--- config.mk ---
export PLATFORM = sky130hd
export DESIGN_NAME = fetch_decode_pipe_reg
export DESIGN_NICKNAME = d
export VERILOG_FILES = /design/src/rtl/pipe_pkg.sv /design/src/rtl/fetch_decode_pipe_reg_sat_counter.sv /design/src/rtl/fetch_decode_pipe_reg.sv
export SDC_FILE = /design/constraint.sdc
export NUM_CORES = 1
export LEC_CHECK = 0
export CORE_MARGIN = 2
export CORE_UTILIZATION = 43
export CTS_CLUSTER_SIZE = 16
export DETAILED_ROUTE_END_ITERATION = 12
export PLACE_DENSITY = 0.83
export RECOVER_POWER = 50
export SYNTH_ARGS = -nofsm -noshare
export SYNTH_HDL_FRONTEND = slang
export SYNTH_SLANG_ARGS = --single-unit
--- constraint.sdc ---
create_clock -name clk -period 7.1 [get_ports clk]
set_input_delay 1.065 -clock clk [delete_from_list [all_inputs] [get_ports clk]]
set_output_delay 1.065 -clock clk [all_outputs]
set_load 0.02 [all_outputs]
--- src/rtl/pipe_pkg.sv ---
// Shared pipeline-register definitions: bubble instruction, stage payload struct
// and the register update-priority decode used by the stage registers.
package pipe_pkg;

    localparam logic [31:0] NOP_INSTR_DEFAULT = 32'h0000_0013;  // addi x0,x0,0

    localparam int XLEN_DEFAULT = 32;
    localparam int SB_W_DEFAULT = 1;

    // Default-width view of the Fetch/Decode payload, shared with later stage registers.
    typedef struct packed {
        logic                    valid;
        logic [XLEN_DEFAULT-1:0] instr;
        logic [XLEN_DEFAULT-1:0] pc;
        logic [XLEN_DEFAULT-1:0] pc_plus4;
        logic [SB_W_DEFAULT-1:0] sb;
    } if_id_t;

    typedef enum logic [1:0] {
        UPD_RESET,
        UPD_FLUSH,
        UPD_HOLD,
        UPD_LOAD
    } upd_e;

    // Reset beats flush, flush beats stall, otherwise the register loads.
    function automatic upd_e upd_sel(input logic rst, input logic flush, input logic stall);
        if (rst)        return UPD_RESET;
        else if (flush) return UPD_FLUSH;
        else if (stall) return UPD_HOLD;
        else            return UPD_LOAD;
    endfunction

endpackage

--- src/rtl/fetch_decode_pipe_reg_sat_counter.sv ---
// Saturating up-counter with synchronous active-high reset; sticks at all-ones.
module sat_counter #(
    parameter int CNT_WIDTH = 16
) (
    input  logic                 clk,
    input  logic                 rst,
    input  logic                 inc,
    output logic [CNT_WIDTH-1:0] count
);

    always_ff @(posedge clk) begin
        if (rst) begin
            count <= '0;
        end else if (inc && (count != {CNT_WIDTH{1'b1}})) begin
            count <= count + 1'b1;
        end
    end

endmodule

--- src/rtl/fetch_decode_pipe_reg.sv ---
// Fetch-to-Decode pipeline register with stall, flush-to-bubble and sideband.
// Define PIPE_PERF_CNT_EN to add saturating stall / squash counters and their ports.
module fetch_decode_pipe_reg
    import pipe_pkg::*;
#(
    parameter int          WIDTH     = 32,
    parameter int          SB_WIDTH  = 1,
    parameter logic [31:0] NOP_INSTR = NOP_INSTR_DEFAULT,
    parameter int          CNT_WIDTH = 16
) (
    input  logic                 clk,
    input  logic                 rst,
    input  logic                 StallD,
    input  logic                 FlushD,
    input  logic                 ValidF,
    input  logic [WIDTH-1:0]     InstrF,
    input  logic [WIDTH-1:0]     PCF,
    input  logic [WIDTH-1:0]     PCPlus4F,
    input  logic [SB_WIDTH-1:0]  SbF,
    output logic                 ValidD,
    output logic [WIDTH-1:0]     InstrD,
    output logic [WIDTH-1:0]     PCD,
    output logic [WIDTH-1:0]     PCPlus4D,
`ifdef PIPE_PERF_CNT_EN
    output logic [SB_WIDTH-1:0]  SbD,
    output logic [CNT_WIDTH-1:0] StallCntD,
    output logic [CNT_WIDTH-1:0] SquashCntD
`else
    output logic [SB_WIDTH-1:0]  SbD
`endif
);

    // Width-parameterised form of pipe_pkg::if_id_t.
    typedef struct packed {
        logic                valid;
        logic [WIDTH-1:0]    instr;
        logic [WIDTH-1:0]    pc;
        logic [WIDTH-1:0]    pc_plus4;
        logic [SB_WIDTH-1:0] sb;
    } stage_t;

    localparam logic [WIDTH-1:0] NOP_W = WIDTH'(NOP_INSTR);

    localparam stage_t BUBBLE = '{
        valid:    1'b0,
        instr:    NOP_W,
        pc:       '0,
        pc_plus4: '0,
        sb:       '0
    };

    stage_t q_r;
    upd_e   upd;

    assign upd = upd_sel(rst, FlushD, StallD);

    // NOTE: sequential state uses non-blocking assignments so every register
    // samples pre-edge values regardless of statement order.
    always_ff @(posedge clk) begin
        case (upd)
            UPD_RESET, UPD_FLUSH: q_r <= BUBBLE;
            UPD_HOLD:             q_r <= q_r;
            default: begin
                // An invalid fetch is normalised to the bubble instruction.
                q_r <= '{
                    valid:    ValidF,
                    instr:    ValidF ? InstrF : NOP_W,
                    pc:       PCF,
                    pc_plus4: PCPlus4F,
                    sb:       SbF
                };
            end
        endcase
    end

    assign ValidD   = q_r.valid;
    assign InstrD   = q_r.instr;
    assign PCD      = q_r.pc;
    assign PCPlus4D = q_r.pc_plus4;
    assign SbD      = q_r.sb;

`ifdef PIPE_PERF_CNT_EN
    logic stall_inc;
    logic squash_inc;

    // A squash only counts when the flush discards a real instruction.
    assign stall_inc  = (upd == UPD_HOLD);
    assign squash_inc = (upd == UPD_FLUSH) && q_r.valid;

    sat_counter #(.CNT_WIDTH(CNT_WIDTH)) u_stall_cnt (
        .clk   (clk),
        .rst   (rst),
        .inc   (stall_inc),
        .count (StallCntD)
    );

    sat_counter #(.CNT_WIDTH(CNT_WIDTH)) u_squash_cnt (
        .clk   (clk),
        .rst   (rst),
        .inc   (squash_inc),
        .count (SquashCntD)
    );
`endif

endmodule

==> results.cfg <==
[place]
dp.final_hpwl_um = 6510
place.port_buffers = 199
gp_congestion = 0.726

[synthesis]
synthTopCellsByCount = edfxtp_1 (98), nor3b_1 (60), and4bb_2 (29), clkbuf_1 (11), nor3b_2 (6)
syn_area_um2 = 4030
synth_async_sr_flop_share = 0
synthCells = 222
synth_cell_types = 11
yosys_register_bits = 98
syn-num-nets = 324
ys.flop_type = edfxtp_1
synth-edff-count = 98
seq_area_frac_synth = 0.731
avgSynthCellArea_um2 = 18.1
synth_top_area_cell = edfxtp_1
yosysMostFrequentCell = edfxtp_1
yosysWarnings = 0
netlist_top_cells_area = edfxtp_1 (73%), nor3b_1 (11%), and4bb_2 (9.0%), nor3b_2 (1.9%), buf_6 (1.4%)
synth_top_area_frac = 0.731

[detailed_routing]
drc = 0
firstDrtPassIters = 4
via_per_inst = 5.15
via_count = 2707
ant_nets = 0
avgRoutedWirePerCell_um = 18.4
drtIter0Drc = 126
routed_wl_um = 9680

[sta]
period_share = 0.600
timing.hold.ws_ns = 1.35
tns_ns = 0
worstMarginPinSlew_ns = 2.39
relSlewSlack = -0.590
rsz0062_at_grt = no
max_clock_freq_mhz = 235
setup_violations = 0
hold_viol = 0
min_period_ns = 4.26
final_max_slew_viol_count = 204

[worst_hold_path]
hold_path.class = in -> reg

[global_routing]
antenna_found_initial = 0
grt_pass1_wl_um = 14500
grt_max_degree = 99
grt_pass1_vias = 2780
grt.total_usage = 0.188
grt-ovfl-total = 0

[pwr]
leakagePower_nw = 2.37
p_per_area_nw_per_um2 = 204
ir_drop_v = 0.000125

[setup_path]
worst_setup_path_end_kind = register
crit_type = in -> reg
crit_arrival_ns = 4.36
required_ns = 7.20
endpoint = InstrD[22]
startpoint = rst
critPathLaunchType = primary input
path_max_fanout = 53

[status]
outcome = complete, but fails checks
violations = max-capacitance violations, max-slew violations

[floorplan]
die_x_um = 101
num_rows = 35
design.core.area_um2 = 9150
die-height_um = 101
ioPinCount = 200
die_area_um2 = 10200
start_util = 0.440

[layout]
n_antenna_cell = 0
drive_gt1_frac = 0.118
synthToLayoutAreaGrowth_pct = 53.4
nets = 512

[clocking]
cts.path.max_buffers = 2
htreeDepth = 3
cts_tree = yes
clock_tree.root_cell = clkbuf_8
cts_sinks = 98
post_cts_resize_count = 0
post_cts_buffers = 0
clk_pin_slew_ns = 0.09
cts_hold_buf = 0
numCtsBuffers = 9

[job]
maxCapViolations = 4
cell type report:
type	count	area, um^2
clock buffers	9	124
well taps	111	139
multi-input cells	99	908
repair buffers	202	1990
flip-flops and latches	98	2940
fillers	643	2980
clock inverters	7	68.8
where the power goes:
group / total (mW) / switching [mW] / internal [mW]
Combinational: 0.220 / 0.104 / 0.115
Clock: 0.356 / 0.193 / 0.162
Sequential: 0.686 / 0.00911 / 0.677
worst max-delay path, stage by stage:
cell,delay [ns]
clkbuf_1,1.47
clkbuf_1,1.43
and4bb_2,0.34
cells by family after synthesis:
family | after synthesis | share of synthesized area
buffers and inverters | 25 | 0.0379
AND/OR/NAND/NOR | 99 | 0.231
flip-flops | 98 | 0.731
layout by cell type, fill, tap and decap left out, drive strengths merged:
master,instances
or4b,3
or3b,1
and4bb,29
nor3b,66
clkbuf,13
clkinv,3
inv,1
clkdlybuf4s50,100
clkinvlp,2
dlygate4sd3,97
edfxtp,98
buf,1
bufinv,1
worst min path at each step:
| stage | from | end | slack (ns) | cells past startpoint |
|---|---|---|---|---|
| final | InstrF[1] | InstrD[1] | 1.35 | 2 |
| after CTS | FlushD | PCD[14] | 1.29 | 2 |
| after detailed placement | FlushD | PCD[14] | 1.66 | 2 |
| after global routing | InstrF[0] | InstrD[0] | 1.35 | 2 |
| after floorplan | InstrF[1] | InstrD[1] | 1.24 | 1 |
| after global placement | FlushD | PCD[15] | 1.64 | 2 |
sequential cells by signal, summed over array words and instances (netlist names):
register,cells
InstrD,32
PCD,32
PCPlus4D,32
SbD,1
ValidD,1
through the flow:
step	instances	power (mW)	worst slack (ns)	utilization	instance area, um^2
final	526	1.26	2.84	0.675	6180
after global routing	526	1.31	2.46	0.675	6180
after CTS	526	1.29	4.09	0.679	6210
after detailed placement	510	0.938	3.71	0.658	6020
after global placement	510	0.933	3.81	0.658	6020
after floorplan	222	0.801	3.23	-	4030
per-layer routing:
| metal | share of wire | GRT usage | wire [um] |
|---|---|---|---|
| met5 | 0 | 0 | 0 |
| met4 | 0.015 | 0.0632 | 145 |
| met3 | 0.094 | 0.0617 | 914 |
| met1 | 0.40 | 0.230 | 3840 |
| met2 | 0.49 | 0.313 | 4780 |
(Power assumes the default switching activity.)
==> RTL change 1: new RTL, config.mk and constraints unchanged <==
`WIDTH`: 32 -> 48.
--- a/src/rtl/fetch_decode_pipe_reg.sv
+++ b/src/rtl/fetch_decode_pipe_reg.sv
@@ -3,7 +3,7 @@
 module fetch_decode_pipe_reg
     import pipe_pkg::*;
 #(
-    parameter int          WIDTH     = 32,
+    parameter int          WIDTH     = 48,
     parameter int          SB_WIDTH  = 1,
     parameter logic [31:0] NOP_INSTR = NOP_INSTR_DEFAULT,
     parameter int          CNT_WIDTH = 16
Interface: changed (6 resized); port bits go from 200 to 296. The function was not compared with the original's and may differ.
==> RTL change 1 against the original RTL <==
- setup slack improved by 310 ps
- cell area is 53% higher
- utilization grew 3.8 points
- the flow still finishes with violations (max-capacitance violations, max-slew violations)
- synthesized area rose by 46%
- sequential cell count grew 48
- highest routed layer unchanged
- critical path depth unchanged
- wire length grew 53%
- power increased by 79%
==> RTL change 1: results (changes against the original RTL) <==
post-placement cell area=0.00889 mm² (+48%); sequential-to-total area share from yosys stat=0.747 (+0.0159); Critical Path AT=3980 ps (-380 ps); Placed Cells=768 (+51%); Max VDD drop=176 µV (+41%); # Max-Cap Violations=3 (-1); Setup WS pre-CTS=3170 ps (-545 ps); Root Driver=clkbuf_16; global routing usage on met2=0.349 (+0.0357); P_leak=3.56 nW (+50%); Area contributors post-synth=edfxtp_1 (75%), nor3b_1 (13%), and4bb_2 (6.6%); DP Wirelength=10,300 µm (+58%); GRT Total Usage=0.200 (+0.0119); Port Buffers=295 (+48%); Syn Inst Count=330 (+49%); FF+latch area=0.00438 mm² (+49%); outcome=finished with violations; Via density=5.01 (-2.6%); DRT Wirelength=14,800 µm (+53%); top cells by count, synth=edfxtp_1 (146), nor3b_1 (98), and4bb_2 (31), buf_2 (18), clkbuf_1 (16); H-tree depth=4 (+1); Slew Limit Fails=192 (-5.9%); CP max FO=77 (+45%); Post-Layout Cell Count=798 (+52%); number of global-route vias before repair=4,153 (+49%); failing checks=max-capacitance violations, max-slew violations; Switching Fraction=0.218 (-0.0258); Post-CTS Setup Bufs=0 (unchanged); met1 usage=0.225 (-0.00515); first-pass GRT wire length=21,800 µm (+51%); layout cells sized above 1=0.0997 (-0.0184); Syn Nets=480 (+48%); NumNets Final=761 (+49%); Fillers=861 (+34%); Starting DRT DRC Count=314 (+150%); Reg clk slew, reported paths=60 ps (-30 ps); met3 Resource Use GR=0.0712 (+0.00951)
==> RTL change 1: cell types whose count changed after synthesis, moves of 3 or more <==
cell,delta
nor4bb_1,+11
nor3b_1,+38
and4bb_1,+3
buf_6,-4
buf_2,+13
nor3b_2,-6
edfxtp_1,+48
clkbuf_1,+5
==> RTL change 1: final cells by class <==
| type | count | share of cell area |
|---|---|---|
| clock buffer | 18 | 0.0453 |
| clock inverter | 12 | 0.0176 |
| multi-input combinational | 147 | 0.138 |
| sequential | 146 | 0.463 |
| tap | 176 | 0.0232 |
| timing repair buffer | 299 | 0.313 |
==> RTL change 1: path summary, 6_finish.rpt <==
check	startpoint	endpoint	slack (ps)
max	rst	PCD[10]	3150
min	InstrF[0]	InstrD[0]	1310
==> RTL change 1: power by group through the flow <==
stage,clock [mW],combinational (mW),sequential [mW]
6_report,0.899,0.336,1.03
5_1_grt,0.943,0.354,1.03
4_1_cts,0.911,0.351,1.03
3_5_place_dp,0,0.349,1.05
3_3_place_gp,0,0.346,1.04
2_1_floorplan,0,0.0631,1.13
==> RTL change 1: routing by layer <==
layer / vias up / routed length (µm) / part of all wire
met2: 208 / 7660 / 0.52
met4: 0 / 340 / 0.023
met5: - / 0 / 0
met1: 1895 / 5600 / 0.38
li1: 1871 / - / -
met3: 26 / 1230 / 0.083
==> RTL change 1: logic make-up after synthesis <==
| logic type | synth area share |
|---|---|
| buffers and inverters | 0.0301 |
| DFF | 0.747 |
| and+or+nand+nor | 0.223 |
==> RTL change 1: worst max-delay path: stages <==
cell,delay (ps)
buf_4,540
clkbuf_1,2140
nor3b_1,160
==> RTL change 2: new RTL, same flow settings <==
Made on the original files. Build with the macro `PIPE_PERF_CNT_EN` defined.
--- a/src/rtl/fetch_decode_pipe_reg.sv
+++ b/src/rtl/fetch_decode_pipe_reg.sv
@@ -1,5 +1,7 @@
 // Fetch-to-Decode pipeline register with stall, flush-to-bubble and sideband.
 // Define PIPE_PERF_CNT_EN to add saturating stall / squash counters and their ports.
+`define PIPE_PERF_CNT_EN
+
 module fetch_decode_pipe_reg
     import pipe_pkg::*;
 #(
Behaviour (old outputs only; new: SquashCntD and StallCntD): unchanged (equiv_simple and equiv_induct, registers matched by name and starting in step).
==> RTL change 2 against the original RTL <==
- the run now ends clean
- power up 46%
- setup slack got worse by 190 ps
- sequential cell count increased by 32
- synthesized area increased by 30%
- via count increased by 56%
- cell area up 33%
- fmax shrank 4.3%
- wire length rose by 46%
- largest cell class unchanged
- highest routed layer is now met5
==> RTL change 2: results (changes against the original RTL) <==
outcome=completed; Main synth FF type=edfxtp_1; Max VDD drop=162 µV (+30%); GRT Total Usage=0.216 (+0.0282); Synth warnings=0 (unchanged); sequential-to-total area share from yosys stat=0.684 (-0.0474); via count=4,211 (+56%); DRT Wirelength=14,200 µm (+46%); Root Driver=clkbuf_16; Starting DRT DRC Count=275 (+120%); Reg clk slew, reported paths=50 ps (-40 ps); HP Start=u_squash_cnt.count[10]; clock skew=6.29 ps; Max Used Layer=met5; worst hold-check path type=register to register; WL met3=1030 µm (+13%); R2R setup slack=5030 ps; RR Startpoint=u_stall_cnt.count[0]; Worst Max-Slew Pin Slew=1460 ps (-924 ps); crit path launch=rst; drt pass-1 iters=5 (+1); NumNets Final=747 (+46%); ys async rst share=0 (unchanged); CP max FO=32 (-40%); Synth top area share=0.561 (-0.170); largest net degree at the start of global routing=96 (-3.0%); Syn Nets=513 (+58%); Port Buffers=231 (+16%); worst reg2reg path depth=5; hold path depth=2 (unchanged); post-placement cell area=0.00770 mm² (+28%); slowest cell on the critical path=nor3b_1; delay-heaviest family, CP=simple AND/OR/NAND/NOR gates; RD Place Congestion=0.895 (+23%); met2 WL post-DR=7480 µm (+56%); Antenna Cells=0 (unchanged); Internal Pwr Total=1.44 mW (+50%); top cells by count, synth=edfxtp_1 (98), and2_1 (66), and3_1 (35), dfxtp_1 (32), a21oi_1 (21); P_leak=3.26 nW (+38%); # resized after CTS=0 (unchanged); H-tree depth=4 (+1); Critical Path AT=4760 ps (+400 ps); initial antenna violation count=2 (+2); library cells used by synthesis=39 (+28); Num CTS Buffers=17 (+8); Fillers=851 (+32%); first-pass GRT wire length=21,400 µm (+48%); Crit path largest cell delay=1200 ps (-270 ps); layout cells sized above 1=0.0459 (-0.0722); clock latency at the later pin of the worst-skew pair=410 ps; Area contributors post-synth=edfxtp_1 (56%), dfxtp_1 (12%), and2_1 (7.9%); met1 wire length=5340 µm (+39%); DP Wirelength=10,200 µm (+57%)
-- RTL change 2: cell count changes after synthesis, sizes merged, moves of 21 or more --
cell    delta
and2      +66
nor3b     -65
and3      +35
dfxtp     +32
and4bb    -29
a21oi     +21
-- RTL change 2: final cells by class --
class | count | area [µm²] | area share
Clock buffer | 19 | 433 | 0.0528
Clock inverter | 11 | 72.6 | 0.00885
Inverter | 9 | 36.3 | 0.00442
Multi-Input combinational cell | 250 | 1550 | 0.189
Sequential cell | 130 | 3580 | 0.437
Tap cell | 147 | 184 | 0.0224
Timing Repair Buffer | 235 | 2340 | 0.285
-- RTL change 2: path summary, 6_finish.rpt --
kind                                          endpoint
worst min-delay path            u_squash_cnt.count[10]
worst min register to register  u_squash_cnt.count[10]
worst max-delay path              u_stall_cnt.count[9]
worst max register to register    u_stall_cnt.count[9]
-- RTL change 2: logic make-up (layout without fill, tap and decap cells) --
| kind of cell | after synthesis | after routing | share of synthesized area |
|---|---|---|---|
| xor+xnor | 1 | 1 | 0.00167 |
| simple gates | 194 | 194 | 0.221 |
| mux | 4 | 4 | 0.00788 |
| compound gates | 49 | 49 | 0.0606 |
| fa+ha+maj | 2 | 2 | 0.00477 |
| buf+inv | 29 | 274 | 0.0208 |
| flops | 130 | 130 | 0.684 |
-- RTL change 2: metrics by stage --
step | std cells | hold slack [ps] | setup slack [ps] | power, mW | util
CTS | 801 | 510 | 3940 | 1.87 | 0.686
finish | 801 | 519 | 2650 | 1.84 | 0.686
global route | 801 | 557 | 2450 | 1.90 | 0.686
detailed placement | 771 | 500 | 3510 | 1.12 | 0.644
floorplan | 409 | 568 | 3210 | 0.972 | -
global placement | 771 | 490 | 3610 | 1.11 | 0.644
-- RTL change 2: layer usage --
layer / track usage / vias to the layer above
li1: - / 2005
met1: 0.239 / 2010
met2: 0.368 / 166
met3: 0.0752 / 28
met4: 0.107 / 2
met5: 0 / -
-- RTL change 2: tightest hold or removal path: stages, from the launching register on --
cell	delay, ps
dfxtp_1	340
o31ai_1	80
a21oi_1	60
-- RTL change 2: power by group through the flow --
stage / Clock [mW] / Combinational, mW / Sequential (mW)
floorplan: 0 / 0.0306 / 0.942
global placement: 0 / 0.226 / 0.887
detailed placement: 0 / 0.230 / 0.889
CTS: 0.766 / 0.231 / 0.874
global route: 0.801 / 0.226 / 0.875
finish: 0.755 / 0.214 / 0.871
